### config.mk
export PLATFORM = sky130hd
export DESIGN_NAME = fp_div_seq
export DESIGN_NICKNAME = d
export VERILOG_FILES = /design/src/rtl/fp_pkg.sv /design/src/rtl/fp_classify.sv /design/src/rtl/fp_div_seq.sv
export SDC_FILE = /design/constraint.sdc
export NUM_CORES = 1
export LEC_CHECK = 0
export CAP_MARGIN = 30
export CORE_MARGIN = 5
export CORE_UTILIZATION = 50
export DETAILED_ROUTE_END_ITERATION = 16
export PLACE_DENSITY_LB_ADDON = 0.1
export SYNTH_ARGS = -nofsm -noshare
export SYNTH_HDL_FRONTEND = slang
export SYNTH_HIERARCHICAL = 1
export SYNTH_SLANG_ARGS = --single-unit
### constraint.sdc
create_clock -name clk -period 5.4 [get_ports clk]
set_clock_uncertainty 0.1 [all_clocks]
set_input_delay 1.08 -clock clk [delete_from_list [all_inputs] [get_ports clk]]
set_output_delay 1.08 -clock clk [all_outputs]
set_load 0.02 [all_outputs]
### src/rtl/fp_pkg.sv
// Shared FP32 constants, rounding-mode and operand-class enums for the
// floating-point ALU's iterative units (divider, square root).
package fp_pkg;
    localparam int FP_EXP_W = 8;
    localparam int FP_MAN_W = 23;
    localparam int FP_BIAS  = 127;

    localparam logic [FP_EXP_W-1:0] FP_EXP_MAX   = 8'hFF;
    localparam logic [31:0]         FP_NAN_CANON = 32'h7FC00000;
    localparam logic [30:0]         FP_INF_MAG   = 31'h7F800000;
    localparam logic [30:0]         FP_MAXF_MAG  = 31'h7F7FFFFF;

    typedef enum logic [2:0] {
        FP_RM_RNE = 3'b000,
        FP_RM_RTZ = 3'b001,
        FP_RM_RDN = 3'b010,
        FP_RM_RUP = 3'b011,
        FP_RM_RMM = 3'b100
    } fp_rm_e;

    typedef enum logic [1:0] {
        FP_ZERO,
        FP_NORM,
        FP_INF,
        FP_NAN
    } fp_class_e;
endpackage

### src/rtl/fp_classify.sv
// Splits an FP32 operand into fields, flushes subnormals to signed zero and
// decodes its class. Purely combinational.
module fp_classify
    import fp_pkg::*;
(
    input  logic [31:0]         x,
    output logic                sign,
    output logic [FP_EXP_W-1:0] expo,
    output logic [FP_MAN_W:0]   man,
    output fp_class_e           cls
);
    logic [FP_EXP_W-1:0] e;
    logic [FP_MAN_W-1:0] f;

    assign e = x[30:23];
    assign f = x[22:0];

    always_comb begin
        sign = x[31];
        expo = e;
        man  = {1'b1, f};
        cls  = FP_NORM;
        if (e == '0) begin
            expo = '0;
            man  = '0;
            cls  = FP_ZERO;
        end else if (e == FP_EXP_MAX) begin
            cls = (f == '0) ? FP_INF : FP_NAN;
        end
    end
endmodule

### src/rtl/fp_div_seq.sv
// Iterative FP32 divider: one restoring quotient bit per cycle, answering the
// ALU's valid/halt stall handshake.
module fp_div_seq
    import fp_pkg::*;
#(
    parameter int          ITER      = 27,
    parameter logic [31:0] NAN_CANON = FP_NAN_CANON
) (
    input  logic        clk,
    input  logic        rst,
    input  logic        valid,
    input  logic [31:0] reg_a,
    input  logic [31:0] reg_b,
    input  logic [2:0]  rm,
    output logic [31:0] reg_out,
    output logic [3:0]  halt
);
    typedef enum logic [1:0] {S_IDLE, S_ITER, S_ROUND, S_DONE} state_e;

    state_e state, state_nx;

    logic                sa, sb, s_new;
    logic [FP_EXP_W-1:0] ea, eb;
    logic [FP_MAN_W:0]   ma, mb;
    fp_class_e           ca, cb;

    fp_classify u_cls_a (.x(reg_a), .sign(sa), .expo(ea), .man(ma), .cls(ca));
    fp_classify u_cls_b (.x(reg_b), .sign(sb), .expo(eb), .man(mb), .cls(cb));

    assign s_new = sa ^ sb;

    logic               sign_q;
    logic signed [9:0]  exp_q;
    logic [24:0]        rem_q;
    logic [23:0]        div_q;
    logic [26:0]        q_q;
    logic [4:0]         cnt_q;

    logic        is_special;
    logic [31:0] special_res;

    always_comb begin
        is_special  = 1'b1;
        special_res = NAN_CANON;
        if (ca == FP_NAN || cb == FP_NAN || (ca == FP_ZERO && cb == FP_ZERO) ||
            (ca == FP_INF && cb == FP_INF))
            special_res = NAN_CANON;
        else if (ca == FP_INF || cb == FP_ZERO)
            special_res = {s_new, FP_INF_MAG};
        else if (ca == FP_ZERO || cb == FP_INF)
            special_res = {s_new, 31'd0};
        else
            is_special = 1'b0;
    end

    // Remainder stays below the divisor after a step, so the shift never overflows 25 bits.
    logic        rem_ge;
    logic [24:0] rem_sub;
    logic        last_iter;

    assign rem_ge    = rem_q >= {1'b0, div_q};
    assign rem_sub   = rem_ge ? (rem_q - {1'b0, div_q}) : rem_q;
    assign last_iter = (cnt_q == 5'(ITER - 1));

    logic [23:0]       mant;
    logic              guard, sticky, rnd_up, carry;
    logic [24:0]       mant_r;
    logic [22:0]       frac;
    logic signed [9:0] exp_n, exp_f;
    logic [31:0]       round_res;

    always_comb begin
        mant      = q_q[26:3];
        guard     = q_q[2];
        sticky    = (|q_q[1:0]) | (rem_q != '0);
        exp_n     = exp_q;
        rnd_up    = 1'b0;
        round_res = {sign_q, 31'd0};
        if (!q_q[26]) begin
            mant   = q_q[25:2];
            guard  = q_q[1];
            sticky = q_q[0] | (rem_q != '0);
            exp_n  = exp_q - 10'sd1;
        end
        case (fp_rm_e'(rm))
            FP_RM_RTZ: rnd_up = 1'b0;
            FP_RM_RDN: rnd_up = sign_q & (guard | sticky);
            FP_RM_RUP: rnd_up = ~sign_q & (guard | sticky);
            FP_RM_RMM: rnd_up = guard;
            default:   rnd_up = guard & (sticky | mant[0]);
        endcase
        mant_r = {1'b0, mant} + 25'(rnd_up);
        carry  = mant_r[24];
        frac   = carry ? mant_r[23:1] : mant_r[22:0];
        exp_f  = exp_n + (carry ? 10'sd1 : 10'sd0);
        if (exp_f <= 10'sd0) begin
            round_res = {sign_q, 31'd0};
        end else if (exp_f >= 10'sd255) begin
            case (fp_rm_e'(rm))
                FP_RM_RTZ: round_res = {sign_q, FP_MAXF_MAG};
                FP_RM_RUP: round_res = sign_q ? {1'b1, FP_MAXF_MAG} : {1'b0, FP_INF_MAG};
                FP_RM_RDN: round_res = sign_q ? {1'b1, FP_INF_MAG} : {1'b0, FP_MAXF_MAG};
                default:   round_res = {sign_q, FP_INF_MAG};
            endcase
        end else begin
            round_res = {sign_q, exp_f[7:0], frac};
        end
    end

    always_ff @(posedge clk or posedge rst) begin
        if (rst) state <= S_IDLE;
        else     state <= state_nx;
    end

    // Dropping valid while busy abandons the operation without touching reg_out.
    always_comb begin
        state_nx = state;
        case (state)
            S_IDLE:  if (valid) state_nx = is_special ? S_DONE : S_ITER;
            S_ITER:  if (!valid) state_nx = S_IDLE;
                     else if (last_iter) state_nx = S_ROUND;
            S_ROUND: state_nx = valid ? S_DONE : S_IDLE;
            S_DONE:  state_nx = S_IDLE;
            default: state_nx = S_IDLE;
        endcase
    end

    assign halt = (valid && !rst && state != S_DONE) ? 4'b0001 : 4'b0000;

    always_ff @(posedge clk or posedge rst) begin
        if (rst) begin
            reg_out <= '0;
            sign_q  <= 1'b0;
            exp_q   <= '0;
            rem_q   <= '0;
            div_q   <= '0;
            q_q     <= '0;
            cnt_q   <= '0;
        end else begin
            case (state)
                S_IDLE: if (valid) begin
                    sign_q <= s_new;
                    exp_q  <= {2'b00, ea} - {2'b00, eb} + 10'(FP_BIAS);
                    rem_q  <= {1'b0, ma};
                    div_q  <= mb;
                    q_q    <= '0;
                    cnt_q  <= '0;
                    if (is_special) reg_out <= special_res;
                end
                S_ITER: if (valid) begin
                    rem_q <= {rem_sub[23:0], 1'b0};
                    q_q   <= {q_q[25:0], rem_ge};
                    if (!last_iter) cnt_q <= cnt_q + 5'd1;
                end
                S_ROUND: if (valid) reg_out <= round_res;
                default: ;
            endcase
        end
    end
endmodule
==> impl_results.md <==
- Maximum root-to-sink buffer count: 2
- Initial antenna violation count: 0
- Clock power frac: approximately a quarter
- Synth cell types: 80
- Synth area leader: dfrtp_1
- DRC viols: 0
- Port Buffers: slightly above 100
- Layer with the highest usage: met2
- Routability cong.: 0.890
- Slew HR: between 30% and 40%
- # rows: 50
- Pin count of the biggest net entering global routing: 127
- Min Tclk post-route: 5.25 ns
- CTS root buffer: clkbuf_16
- Met1 Use GR: between 30% and 40%
- Num CTS Buffers: 17
- Met2 usage: between 30 and 40%
- Grt met3 use: under 10%
- Async set or reset register ratio after synthesis: 100%
- Worst setup SP type: flop
- Synth top area cells: dfrtp_1 33%, nand2_1 5.9%, ha_1 5.3%
- Die area: about 0.022 mm^2
- H-tree levels: 4
- Post-DP HPWL: roughly 18,000 um
- Top-count cell post-synth: nand2_1
- Vias per cell: 5.64
- Crit path max-delay family: simple AND/OR/NAND/NOR gates
- Peak supply drop: roughly 0.25 mV
- P_leak: about 5.3 nW
- Dominant synthesized flop cell: dfrtp_1
- Pre-CTS WS: -0.474 ns
- FF+latch count, synth: 126
- Sequential power share: roughly 28%
- Cell Area, Synth: 0.00962 mm^2
- Initial Util: 51.1%
- Post-Syn Instances: between 1,000 and 1,500
- Max FO, Critical Path: 6
- Internal power component: ~3.0 mW
- Reg-to-reg slack, setup: roughly 0.15 ns
- Layout area overhead: 23.8%
- Syn_area_per_cell: between 8 and 9 um^2
- Hold WS: roughly 0.4 ns
- Avg WL per Cell: 16.6 um
- EDFF count, synth: 0
- Tightest Pin Transition: ~0.95 ns
- Clk_lat worst skew: approximately 0.42 ns
- Global Route Usage Sum: a little under a quarter
- Number of detailed-route iterations in the first pass: 5
- Total core area: 0.0188 mm^2
- Antenna diode count: 0
- Psw: between 1.5 and 2 mW
- Share of layout cells above drive strength 1: 15.1%
- Cts hold-fix bufs: 0
- Worst Setup Path Type: reg -> reg
- Max_cap viols: 0
- IO Pins: between 100 and 150
- GR Overflow Total: 0
- Register area share after synthesis: 32.8%
- Setup-failing EPs final: 0
- Worst Setup Slack, final: between 0.15 and 0.2 ns
- CTS tree: built
- Hold/Removal Path Class: reg -> reg
- # clock sinks: approximately 130
- Slowest stage cell on the critical path: or4_4
- Post-route clock period utilization: a little over nine tenths
- Max-slew violation count: 0
- Status: completed
- Achievable Freq: between 150 and 200 MHz
- Final Hold Violating Endpoints: 0
- Die Y: 149 um
- Worst setup EP type: flop
- Yosys top cell area share: about a third
- DRT iter0 DRCs: roughly 410
- Crit path top cell by count: nand3_2
- Switching Share: about two fifths
- Antenna Nets Post-Route: 0
- Arrival @ worst endpoint: around 5.5 ns
- Max stage delay on crit path: ~0.55 ns
- Crit path required time: 5.61 ns
- CTS clk-pin slew, worst paths: ~0.060 ns
- DR vias: 8,660
- Comb pwr share: between 40% and 50%
- PwrDens: approximately 400 mW/mm^2
- Vias in the first global route: ~8,000
- Commonest cells post-synth: 152 x nand2_1, 126 x dfrtp_1, 84 x o21ai_0
- Ys Warns: 6
- First-pass GRT wire length: 40,700 um
- Crit path buf inv count: 3
- Nets: 1,375
- WL final: around 26,000 um
- Die W: roughly 150 um
-- timing repair --
item | CTS | global route
endpoints found under the setup margin | 28 | 31
buffers inserted | 3 | 7
pin swaps | 6 | 12
cloned | 3 | 0
endpoints found under the hold margin | 0 | 0
gates resized for setup | 11 | 26
-- area by class of cell --
| type | instances | area (um^2) |
|---|---|---|
| clock inverter | 12 | 206 |
| sequential | 126 | 3150 |
| fill | 1628 | 6920 |
| clock buffer | 20 | 457 |
| tap | 260 | 325 |
| inverter | 59 | 225 |
| multi-input combinational | 905 | 6090 |
| timing repair buffer | 153 | 1460 |
-- cell families after synthesis --
| logic type | synth area share (%) |
|---|---|
| and+or+nand+nor | 26.2 |
| adders and majority gates | 5.75 |
| xor gates and xnor gates | 5.37 |
| buffers and inverters | 6.81 |
| muxes | 4.17 |
| other | 0.0390 |
| AOI/OAI and AO/OA | 18.9 |
| DFF | 32.8 |
-- state kept, by name (all words and copies together) (netlist names) --
signal   flops
sign_q       1
q_q         27
exp_q       10
cnt_q        5
div_q       24
rem_q       25
reg_out     32
state        2
-- cell usage in the layout, fill, tap and decap left out, drive strengths merged, types with 27 or more instances in the layout --
cell type / n
xnor2: 32
o21ai: 85
a21oi: 70
inv: 59
buf: 51
dfrtp: 126
nand3: 48
clkdlybuf4s50: 99
xor2: 27
and2: 53
nor2: 77
nand2: 154
mux2i: 30
ha: 41
-- per-stage QoR --
| step | area [um^2] | power (mW) | cells | setup TNS (ns) | utilization (%) |
|---|---|---|---|---|---|
| after floorplan | 9720 | 2.92 | 1176 | 0 | - |
| after CTS | 11700 | 4.83 | 1528 | 0 | 62.3 |
| after detailed placement | 11000 | 3.51 | 1490 | -13.49 | 58.3 |
| after global placement | 11000 | 3.47 | 1489 | -11.77 | 58.2 |
| after global routing | 11900 | 5.22 | 1535 | -1.73 | 63.3 |
| final | 11900 | 4.90 | 1535 | 0 | 63.3 |
-- worst paths after layout --
kind / startpoint / endpoint / cells past startpoint
worst max register to register: rem_q[6]$_DFFE_PP0P_ / reg_out[8]$_DFFE_PP0P_ / 25
worst min register to register: reg_out[2]$_DFFE_PP0P_ / reg_out[2]$_DFFE_PP0P_ / 1
max in group asynchronous: rst / reg_out[26]$_DFFE_PP0P_ / 3
min in group asynchronous: rst / div_q[10]$_DFFE_PP0P_ / 3
worst min-delay path: reg_out[2]$_DFFE_PP0P_ / reg_out[2]$_DFFE_PP0P_ / 1
worst max-delay path: rem_q[6]$_DFFE_PP0P_ / reg_out[8]$_DFFE_PP0P_ / 25
-- power by group through the flow --
stage,Sequential [mW],Combinational (mW),Clock (mW)
CTS,1.36,2.16,1.31
floorplan,1.33,1.59,0
detailed placement,1.37,2.14,0
global placement,1.37,2.10,0
finish,1.37,2.24,1.30
global route,1.40,2.46,1.35
-- layer usage --
layer	routed length (um)	share of wire (%)
met1	11800	46
met2	12200	48
met3	1110	4.4
met4	393	1.5
met5	0	0
(Power assumes the default switching activity.)
